===== src/rtl/spi_slave_regfile.sv =====
// spi_slave_regfile: SPI mode-0 responder exposing a bank of 8-bit registers.
// Frame is 16 bits, MSB first: {rw, addr[6:0], data[7:0]}; rw=1 reads.
// SCK, CSN and MOSI are oversampled in the sys_clk domain (sys_clk >= 8x SCK).
// Optional build macro: SPI_SLV_ERR_CNT_EN adds an 8-bit saturating abort
// counter readable at address 0x7F and cleared by any write to 0x7F
// (requires REG_NUM <= 127).
module spi_slave_regfile #(
   parameter int         REG_NUM     = 16,
   parameter int         SYNC_STAGES = 2,
   parameter logic [7:0] RST_VAL     = 8'h00
) (
   input  logic                 sys_clk,
   input  logic                 sys_rst_n,
   input  logic                 spi_csn,
   input  logic                 spi_sck,
   input  logic                 spi_mosi,
   output logic                 spi_miso,
   output logic                 spi_miso_oe,
   output logic                 reg_wr_stb,
   output logic [6:0]           reg_wr_addr,
   output logic [REG_NUM*8-1:0] reg_q
);

   typedef enum logic [1:0] {
      ST_IDLE,
      ST_CMD,
      ST_DATA,
      ST_DONE
   } state_t;

   localparam logic [7:0] REG_NUM_B = 8'(REG_NUM);

   // synchronisers and edge-detect history
   logic [SYNC_STAGES-1:0] sck_sync_q, sck_sync_d;
   logic [SYNC_STAGES-1:0] csn_sync_q, csn_sync_d;
   logic [SYNC_STAGES-1:0] mosi_sync_q, mosi_sync_d;
   logic                   sck_prev_q, sck_prev_d;
   logic                   csn_prev_q, csn_prev_d;

   // frame state
   state_t     state_q, state_d;
   logic [4:0] bit_cnt_q, bit_cnt_d;
   logic [7:0] rx_shift_q, rx_shift_d;
   logic [7:0] tx_shift_q, tx_shift_d;
   logic       rw_q, rw_d;
   logic [6:0] addr_q, addr_d;
   logic       wr_pend_q, wr_pend_d;

   // registered outputs and register bank
   logic       miso_q, miso_d;
   logic       miso_oe_q, miso_oe_d;
   logic       wr_stb_q, wr_stb_d;
   logic [6:0] wr_addr_q, wr_addr_d;
   logic [7:0] regs_q [REG_NUM];
   logic [7:0] regs_d [REG_NUM];

`ifdef SPI_SLV_ERR_CNT_EN
   logic [7:0] err_cnt_q, err_cnt_d;
`endif

   // decoded edges and the command fields as they complete on the 8th bit
   logic       sck_s, csn_s, mosi_s;
   logic       sck_rise, sck_fall, csn_rise, csn_fall;
   logic [6:0] addr_new;
   logic [7:0] rd_data;
   logic       wr_in_range;

   assign sck_s    = sck_sync_q[SYNC_STAGES-1];
   assign csn_s    = csn_sync_q[SYNC_STAGES-1];
   assign mosi_s   = mosi_sync_q[SYNC_STAGES-1];
   assign sck_rise = sck_s & ~sck_prev_q;
   assign sck_fall = ~sck_s & sck_prev_q;
   assign csn_rise = csn_s & ~csn_prev_q;
   assign csn_fall = ~csn_s & csn_prev_q;
   assign addr_new = {rx_shift_q[5:0], mosi_s};
   assign wr_in_range = ({1'b0, addr_q} < REG_NUM_B);

   // Read mux for the address being completed; unimplemented addresses read 0
   always_comb begin
      rd_data = 8'h00;
      for (int i = 0; i < REG_NUM; i++) begin
         if (addr_new == 7'(i)) rd_data = regs_q[i];
      end
`ifdef SPI_SLV_ERR_CNT_EN
      if (addr_new == 7'h7F) rd_data = err_cnt_q;
`endif
   end

   // Next-state logic: synchronisers, write commit, frame FSM
   always_comb begin
      sck_sync_d  = {sck_sync_q[SYNC_STAGES-2:0], spi_sck};
      csn_sync_d  = {csn_sync_q[SYNC_STAGES-2:0], spi_csn};
      mosi_sync_d = {mosi_sync_q[SYNC_STAGES-2:0], spi_mosi};
      sck_prev_d  = sck_s;
      csn_prev_d  = csn_s;

      state_d    = state_q;
      bit_cnt_d  = bit_cnt_q;
      rx_shift_d = rx_shift_q;
      tx_shift_d = tx_shift_q;
      rw_d       = rw_q;
      addr_d     = addr_q;
      wr_pend_d  = 1'b0;
      miso_d     = miso_q;
      miso_oe_d  = miso_oe_q;
      wr_stb_d   = 1'b0;
      wr_addr_d  = wr_addr_q;
      regs_d     = regs_q;
`ifdef SPI_SLV_ERR_CNT_EN
      err_cnt_d  = err_cnt_q;
`endif

      // Commit a completed write one cycle after the 16th bit; this is
      // independent of CSN so a quick deselect cannot lose a full frame.
      if (wr_pend_q) begin
         if (wr_in_range) begin
            for (int i = 0; i < REG_NUM; i++) begin
               if (addr_q == 7'(i)) regs_d[i] = rx_shift_q;
            end
            wr_stb_d  = 1'b1;
            wr_addr_d = addr_q;
         end
`ifdef SPI_SLV_ERR_CNT_EN
         else if (addr_q == 7'h7F) begin
            err_cnt_d = 8'h00;
         end
`endif
      end

      // CSN rising wins over any SCK edge seen in the same cycle
      if (csn_rise) begin
`ifdef SPI_SLV_ERR_CNT_EN
         if (bit_cnt_q != 5'd0 && bit_cnt_q < 5'd16 && err_cnt_q != 8'hFF) begin
            err_cnt_d = err_cnt_q + 8'd1;
         end
`endif
         state_d   = ST_IDLE;
         bit_cnt_d = 5'd0;
         miso_d    = 1'b0;
         miso_oe_d = 1'b0;
      end else begin
         case (state_q)
            ST_IDLE: begin
               if (csn_fall) begin
                  state_d   = ST_CMD;
                  bit_cnt_d = 5'd0;
                  miso_d    = 1'b0;
                  miso_oe_d = 1'b1;
               end
            end
            ST_CMD, ST_DATA: begin
               if (sck_rise) begin
                  rx_shift_d = {rx_shift_q[6:0], mosi_s};
                  bit_cnt_d  = bit_cnt_q + 5'd1;
                  if (bit_cnt_q == 5'd7) begin
                     rw_d       = rx_shift_q[6];
                     addr_d     = addr_new;
                     tx_shift_d = rx_shift_q[6] ? rd_data : 8'h00;
                     state_d    = ST_DATA;
                  end
                  if (bit_cnt_q == 5'd15) begin
                     wr_pend_d = ~rw_q;
                     state_d   = ST_DONE;
                  end
               end else if (sck_fall && state_q == ST_DATA) begin
                  // falling edges 8..15 present data bits 7..0
                  miso_d     = tx_shift_q[7];
                  tx_shift_d = {tx_shift_q[6:0], 1'b0};
               end
            end
            ST_DONE: begin
               miso_d = 1'b0;
            end
            default: begin
               state_d = ST_IDLE;
            end
         endcase
      end
   end

   // State and output registers with synchronous active-low reset
   always_ff @(posedge sys_clk) begin
      if (!sys_rst_n) begin
         sck_sync_q  <= '0;
         // CSN history resets low so a CSN already low at reset release is
         // not mistaken for a new select; a fresh high/low cycle is needed.
         csn_sync_q  <= '0;
         mosi_sync_q <= '0;
         sck_prev_q  <= 1'b0;
         csn_prev_q  <= 1'b0;
         state_q     <= ST_IDLE;
         bit_cnt_q   <= 5'd0;
         rx_shift_q  <= 8'h00;
         tx_shift_q  <= 8'h00;
         rw_q        <= 1'b0;
         addr_q      <= 7'd0;
         wr_pend_q   <= 1'b0;
         miso_q      <= 1'b0;
         miso_oe_q   <= 1'b0;
         wr_stb_q    <= 1'b0;
         wr_addr_q   <= 7'd0;
         for (int i = 0; i < REG_NUM; i++) regs_q[i] <= RST_VAL;
`ifdef SPI_SLV_ERR_CNT_EN
         err_cnt_q   <= 8'h00;
`endif
      end else begin
         sck_sync_q  <= sck_sync_d;
         csn_sync_q  <= csn_sync_d;
         mosi_sync_q <= mosi_sync_d;
         sck_prev_q  <= sck_prev_d;
         csn_prev_q  <= csn_prev_d;
         state_q     <= state_d;
         bit_cnt_q   <= bit_cnt_d;
         rx_shift_q  <= rx_shift_d;
         tx_shift_q  <= tx_shift_d;
         rw_q        <= rw_d;
         addr_q      <= addr_d;
         wr_pend_q   <= wr_pend_d;
         miso_q      <= miso_d;
         miso_oe_q   <= miso_oe_d;
         wr_stb_q    <= wr_stb_d;
         wr_addr_q   <= wr_addr_d;
         regs_q      <= regs_d;
`ifdef SPI_SLV_ERR_CNT_EN
         err_cnt_q   <= err_cnt_d;
`endif
      end
   end

   assign spi_miso    = miso_q;
   assign spi_miso_oe = miso_oe_q;
   assign reg_wr_stb  = wr_stb_q;
   assign reg_wr_addr = wr_addr_q;

   generate
      for (genvar gi = 0; gi < REG_NUM; gi++) begin : g_reg_out
         assign reg_q[8*gi +: 8] = regs_q[gi];
      end
   endgenerate

endmodule


===== config.mk =====
export PLATFORM = sky130hd
export DESIGN_NAME = spi_slave_regfile
export DESIGN_NICKNAME = d
export VERILOG_FILES = /design/src/rtl/spi_slave_regfile.sv
export SDC_FILE = /design/constraint.sdc
export NUM_CORES = 1
export LEC_CHECK = 0
export BUFFER_PORTS_ARGS = -buffer_cell sky130_fd_sc_hd__buf_2
export CAP_MARGIN = 20
export CORE_MARGIN = 2
export CORE_UTILIZATION = 51
export CTS_CLUSTER_SIZE = 24
export DETAILED_ROUTE_END_ITERATION = 12
export PLACE_DENSITY = 0.76
export SETUP_SLACK_MARGIN = 0.05
export SLEW_MARGIN = 0
export SYNTH_ARGS = -nofsm -noshare
export SYNTH_HDL_FRONTEND = slang
export SYNTH_SLANG_ARGS = --single-unit

===== constraint.sdc =====
create_clock -name sys_clk -period 2.4 [get_ports sys_clk]
set_input_delay 0.24 -clock sys_clk [delete_from_list [all_inputs] [get_ports sys_clk]]
set_output_delay 0.24 -clock sys_clk [all_outputs]
set_load 0.01 [all_outputs]

Word-level counts from Yosys, hierarchy flattened --
Cells that the tools add are included.
Operators by class: equal/unequal tests 41, muxes and demuxes 33, $add $sub $neg 1, $lt $le $gt $ge 1, shift operators 0, reductions and logical operators 34, divide/modulo/power cells 0, bitwise logic cells 14, $mul 0
Operators by type and width (number):
- 8-bit 2-to-1 mux | 20
- 7-bit by 4-bit == test with 1-bit output, second input constant | 16
- 3-bit AND reduction | 19
- 7-bit by 3-bit == test with 1-bit output, second input constant | 8
- 7-bit by 2-bit == test with 1-bit output, second input constant | 4
- 7-bit by 1-bit == test with 1-bit output, second input constant | 2
- 7-bit zero test | 2
- 4-bit AND reduction | 3
- 5-bit 2-to-1 mux | 2
- 1-bit inverter | 10
- 5-bit one-hot mux with 2 select lines | 1
- 2-bit 2-to-1 mux | 4
- 2-bit != test, second input constant | 4
- 7-bit by 5-bit less-than comparator with 1-bit output, second input constant | 1
- 2-bit AND reduction | 3
- 5-bit by 1-bit adder with 5-bit output, second input constant | 1
- 5-bit by 3-bit == test with 1-bit output, second input constant | 1
- 5-bit by 4-bit == test with 1-bit output, second input constant | 1
- 5-bit OR reduction | 1
- 1-bit AND | 4
- 2-bit == test, second input constant | 2
- 1-bit 2-to-1 mux | 4
- 2-bit one-hot mux with 2 select lines | 1
- 2-bit nonzero test | 2
- 7 further kinds | 8
Word-level totals: output and inout bits 138, word-level logic and storage cells 156, flip-flop bits (word level) 178, bits in read-only memories 0, input port bits 5, memories 0, latch bits 0, memory bits (writable) 0

Longest topological paths before layout --
Gate-level depths: netlist (run 1).
depth in word-level cells 20, gate-level depth with buffers 9, depth with buffers taken out 7

Worst setup path before layout (run 1) --
OpenSTA, ideal clock, no wires.
path type flip-flop to flip-flop, start reg addr_q[6], end reg regs_q (netlist bit reg_q[3]), path buffers 1, stages on the path, launching flop included 7, library setup time 0.128 ns, arrival time 1.948 ns, setup slack 0.325 ns, clock period less this slack 2.075 ns, data required time 2.272 ns, path through dfxtp_1 > or4b_1 > buf_2 > or3_4 > nor3_4 > mux2i_1 > nor2_1
Between the ends: word-level cells in the longest chain between the ends 2, elaborated cells between the ends (all ways) 3, those cells by class 1 x order compare; 2 x reduce/logical
Ends and longest elaborated chain:
- start: declaration | line 46 | logic [6:0] addr_q, addr_d;
- start signal: assignment | line 217 | addr_q <= addr_d;
- 7-bit by 5-bit less-than comparator with 1-bit output / 7-bit zero test (equally long branches) | line 76, 118
- 3-bit AND reduction (no line) *
- end signal: assignment | line 223 | regs_q <= regs_d;
- end: declaration | line 54 | logic [7:0] regs_q [REG_NUM];
Mark *: on every way between the ends. The rest lies on a longest branch, timed or not. A chain may end at the register's enable or synchronous reset.

Final worst setup path (run 1) --
start reg bit_cnt_q[0], end reg tx_shift_q[0]
Between the ends: word-level cells in the longest chain between the ends 3
Ends and longest elaborated chain:
- start: declaration | line 42 | logic [4:0] bit_cnt_q, bit_cnt_d;
- start signal: assignment | line 213 | bit_cnt_q <= bit_cnt_d;
- 5-bit by 3-bit == test with 1-bit output | line 155 | if (bit_cnt_q == 5'd7) begin
- 2-bit by 1-bit != test with 1-bit output (no line)
- 4-bit AND reduction (no line)
- end signal: assignment | line 215 | tx_shift_q <= tx_shift_d;
- end: declaration | line 44 | logic [7:0] tx_shift_q, tx_shift_d;
No other way between the ends.

==> impl_metrics.ini, run 1 <==
[floorplanning]
core.rowCount = 46
ioPinCount = 143
start_util = 0.520
fp.coreArea_sq_um = 15800
die_y_um = 131
dieArea_sq_um = 17200
die_width_um = 131

[power]
power.density_nw_per_um2 = 623
leakage_nw = 3.81
finalPower_mw = 6.11
peakVddDrop_mv = 0.506

[cells_and_area]
n_fill_cell = 1362
final_cell_area_sq_um = 9810
fin_nets = 1104
drive_gt1_frac = 0.227
n_antenna_cell = 0
areaGrowthSynthToFinish_pct = 19.2
finalNonFillerCells = 1324
utilization = 0.620

[setup_path]
cp-end-kind = flop
cp_data_arrival_time_ns = 2.50
crit_chain = ha_1, nor4bb_1, a21bo_2, and2_1, nand3_1, o31a_1
crit_type = flop to flop
startpoint_type = flop
r2r_setup_slack_ns = 0.23
worstPathMaxFanout = 10
cp_slowest_cell = nor4bb_1
worst_ep_required_time_ns = 2.72
slowest_delay_ns = 0.47

[cts]
cts_buffer_depth = 2
cts_tree = yes
cts_made_buffers = 17
hold_buffers = 0
cts-htree-levels = 4
cts.sinks = 178
root_buffer = clkbuf_16
clk_pin_slew_worst_paths_ns = 0.07
insertion_delay_ns = 0.44

[sta]
hold_violations = 0
worstMarginPinSlew_ns = 0.877
max_slew_margin = 0.415
hold-worst-slack_ns = 0.0107
fin_ws_ns = 0.226
skew_ns = 0.0116
tns_ns = 0
finalCriticalPeriod_ns = 2.17
rsz0062_at_grt = false
finalSetupViolations = 0
fin_crit_sh = 0.906
slew_violations = 0
max_freq_mhz = 460

[global_routing]
grt_max_degree = 82
grt_antenna_before_repair = 0
overflow = 0
first_global_vias = 7222
grt_usage = 0.299
grt_pass1_wl_mm = 39.6

[route]
wl_per_cell_um = 19.3
first_pass_iters = 6
first_iter_violations = 1033
vias = 7990
via_per_inst = 6.03
ant_nets = 0
postRouteWirelength_mm = 25.5
drc_errors = 0

[synthesis]
avgSynthCellArea_sq_um = 8.45
synth_edf_count = 0
async_reset_ff_frac = 0
ys.flop_type = dfxtp_1
synth_area_sq_um = 8220
synthCells = 973
yosysWarnings = 0
netlist-cell-type-count = 66
synth_fp_nets = 982
yosysSeqAreaShare = 0.433
ys_seq_elements = 178

[placement]
port_buffers = 142
place_congestion = 0.999
dp.cells = 1292
dpl-instance-area_sq_um = 9230
place_ws_ns = 0.222
hpwl_mm = 17.6

[run]
drv_cap = 0

[worst_hold_path]
hold_path_class = input pin to flop

[status]
status = finished clean
cells by family (layout without fill, tap and decap cells):
| group | count (synthesis) | after routing | share of synthesized area |
|---|---|---|---|
| and+or+nand+nor | 390 | 390 | 0.227 |
| muxes | 93 | 93 | 0.124 |
| AOI/OAI and AO/OA | 206 | 206 | 0.153 |
| adders and majority gates | 4 | 4 | 0.00609 |
| xor gates and xnor gates | 3 | 3 | 0.00320 |
| buffers and inverters | 99 | 234 | 0.0537 |
| DFF | 178 | 178 | 0.433 |
sequential cells by signal (all words and copies together), names as in the netlist, 2 cells and up:
signal,count
csn_sync_q,2
rx_shift_q,8
mosi_sync_q,2
tx_shift_q,8
reg_wr_addr,7
state_q,2
bit_cnt_q,5
sck_sync_q,2
addr_q,7
reg_q,128
metal layers:
metal | vias up | part of all wire | GRT usage
li1 | 3683 | - | -
met1 | 3753 | 0.41 | 0.414
met2 | 490 | 0.46 | 0.472
met3 | 64 | 0.093 | 0.0537
met4 | 0 | 0.031 | 0.0995
met5 | - | 0 | 0
critical path, delay by kind of cell, from the launching register on:
family | cells | cell delay, ns
simple gates | 3 | 0.91
compound gates | 2 | 0.57
fa+ha+maj | 1 | 0.20
flops | 1 | 0.37
report_power, final:
group          internal, mW  switching [mW]
sequential             2.98          0.0208
combinational         0.150           0.253
clock                  1.47            1.23
total                  4.60            1.51
placed cells by master (no fill, tap or decap), drive strengths merged, types with 9 or more instances in the layout:
cell and n:
a211oi 9, a21oi 113, and2 13, and3 9, buf 189, clkbuf 19
dfxtp 178, inv 17, mux2 11, mux2i 76, nand2 129, nand2b 9
nand3 91, nor2 86, nor2b 14, o21ai 18
area by class of cell:
class	instances	area, sq um	share of cell area
Timing Repair Buffer	189	1130	0.115
Sequential cell	178	3570	0.364
Inverter	13	51.3	0.00523
Clock buffer	19	443	0.0452
Clock inverter	13	126	0.0129
Multi-Input combinational cell	696	4220	0.430
Tap cell	216	270	0.0276
path summary, 6_finish.rpt:
check	start	to	cells past startpoint
setup / recovery	bit_cnt_q[0]	tx_shift_q[0]	6
hold / removal	spi_mosi	mosi_sync_q[0]	2
setup reg to reg	bit_cnt_q[0]	tx_shift_q[0]	6
hold reg to reg	rw_q	wr_pend_q	1
synth_stat cells, drive strengths merged, types with 7 or more instances:
cell | n | area share
dfxtp | 178 | 0.43
nand2 | 129 | 0.059
a21oi | 113 | 0.069
nand3 | 91 | 0.056
nor2 | 86 | 0.040
mux2i | 76 | 0.092
clkbuf | 49 | 0.022
buf | 37 | 0.025
o21ai | 18 | 0.011
nor2b | 14 | 0.011
and2 | 13 | 0.0099
inv | 13 | 0.0059
mux2 | 11 | 0.015
a211oi | 9 | 0.0082
and3 | 9 | 0.0071
nand2b | 9 | 0.0068
nor3b | 7 | 0.0064
o21a | 7 | 0.0064
repair_timing:
item,4_1_cts,5_1_grt
buffers inserted,0,0
setup endpoints to repair,0,1
hold endpoints to repair,0,0
resized for setup,0,1
Note: power is estimated with default switching activity, not from simulation.
==> inputs of run 2 (changes only) <==
- clock period: 2.4 -> 2.5 ns (I/O delays scaled with it)
==> run 2 against run 1 <==
  * Sequential power shrank 4%
  * Non-clock buffer count fell by 2
  * Setup slack improved by 0.070 ns
  * Register-to-register slack gained 0.07 ns
  * Count of clock-buffer cells in the layout up 2
  * Fmax shrank 1.4%
  * Final cell count down 0.15%
  * Wire length grew 1.2%
  * Hold slack better by 0.014 ns
  * Combinational power decreased by 5.5%
  * Highest routed layer unchanged
==> impl_metrics.ini, run 2 (synthesis results as in run 1) <==
[sta]
finalCriticalPeriod_ns = 2.20
hold-worst-slack_ns = 0.0245
worstMarginPinSlew_ns = 0.874
max_slew_margin = 0.416
tns_ns = 0
rsz0062_at_grt = false
hold_violations = 0
fin_crit_sh = 0.882
slew_violations = 0
max_freq_mhz = 454
skew_ns = 0.00825
finalSetupViolations = 0

[route]
route.met2.wl_mm = 11.9
first_iter_violations = 849
first_pass_iters = 6
highest_layer = met4
met3_length_mm = 2.38
drt-met1-wl_mm = 10.7
wl_per_cell_um = 19.5
drc_errors = 0
ant_nets = 0
via_per_inst = 6.07
vias = 8031
postRouteWirelength_mm = 25.8

[power]
power_switching_mw = 1.42
power_frac_seq = 0.475
leakage_nw = 3.82
power.density_nw_per_um2 = 617
combinationalPowerShare = 0.063
switching_share = 0.235
p_clk_frac = 0.462
p_int_mw = 4.64
peakVddDrop_mv = 0.504

[setup_path]
cp_data_arrival_time_ns = 2.51
worstPathMaxFanout = 28
crit_family = compound AO/OA/AOI/OAI gates
cp-end-kind = flop
crit_type = flop to flop
critPathBufInv = 1
cp_slowest_cell = dfxtp_2
worst_ep_required_time_ns = 2.81
crit_chain = buf_12, mux2_2, a21oi_1, o22ai_1, o32ai_1, a21boi_0
startpoint_type = flop
slowest_delay_ns = 0.58

[floorplanning]
start_util = 0.520
fp.coreArea_sq_um = 15800
die_width_um = 131
core.rowCount = 46
die_y_um = 131
dieArea_sq_um = 17200
ioPinCount = 143

[global_routing]
grt_pass1_wl_mm = 39.6
grt_max_degree = 92
first_global_vias = 7357
grt_usage = 0.300
grt_antenna_before_repair = 0
overflow = 0

[cts]
hold_buffers = 0
clk_pin_slew_worst_paths_ns = 0.07
insertion_delay_ns = 0.44
cts.sinks = 178
cts_made_buffers = 17
post_cts_buffers = 0
root_buffer = clkbuf_16
cts_resized = 0
cts_tree = yes
cts-htree-levels = 4
cts_buffer_depth = 2

[cells_and_area]
fin_nets = 1102
largest_reg_flops = 128
areaGrowthSynthToFinish_pct = 19.5
seq_area_sq_um = 3570
n_fill_cell = 1351
multi_input_area_sq_um = 4220
layout_commonest_cell = dfxtp_1
drive_gt1_frac = 0.225
layout_common_cells = dfxtp_1 (175), buf_2 (142), nand2_1 (129)
n_antenna_cell = 0

[status]
status = finished clean

[placement]
port_buffers = 142
place_congestion = 1.01
hpwl_mm = 17.7

[worst_hold_path]
hold_path_class = input pin to flop

[run]
drv_cap = 0
-- run 2: layer usage --
metal  GRT usage  vias up
li1            -     3673
met1       0.409     3830
met2       0.466      461
met3      0.0599       67
met4       0.128        0
met5           0        -
-- run 2: final timing paths --
check,start,end,slack (ns),cells after the start
worst max-delay path,mosi_sync_q[1],tx_shift_q[2],0.30,6
worst min-delay path,spi_mosi,mosi_sync_q[0],0.02,2
worst max register to register,mosi_sync_q[1],tx_shift_q[2],0.30,6
worst min register to register,mosi_sync_q[0],mosi_sync_q[1],0.43,1
-- run 2: metrics by stage --
stage          power, mW  area [sq um]  utilization  setup WS, ns  std cells
2_1_floorplan       3.22          8220            -         0.425        973
3_3_place_gp        3.31          9220        0.582         0.363       1290
3_5_place_dp        3.32          9220        0.582         0.355       1290
4_1_cts             6.07          9830        0.621         0.307       1322
5_1_grt             6.24          9830        0.621         0.212       1322
6_report            6.06          9830        0.621         0.296       1322
-- run 2: power by group through the flow --
stage | clock (mW) | combinational, mW | sequential (mW)
after floorplan | 0 | 0.282 | 2.94
after global placement | 0 | 0.366 | 2.94
after detailed placement | 0 | 0.374 | 2.95
after CTS | 2.82 | 0.377 | 2.88
after global routing | 2.93 | 0.425 | 2.88
final | 2.80 | 0.381 | 2.88
-- run 2: final cells by class --
class / count / area share
Multi-Input combinational cell: 696 / 0.429
Inverter: 13 / 0.00522
Timing Repair Buffer: 187 / 0.113
Tap cell: 216 / 0.0275
Sequential cell: 178 / 0.363
Clock inverter: 11 / 0.0154
Clock buffer: 21 / 0.0468
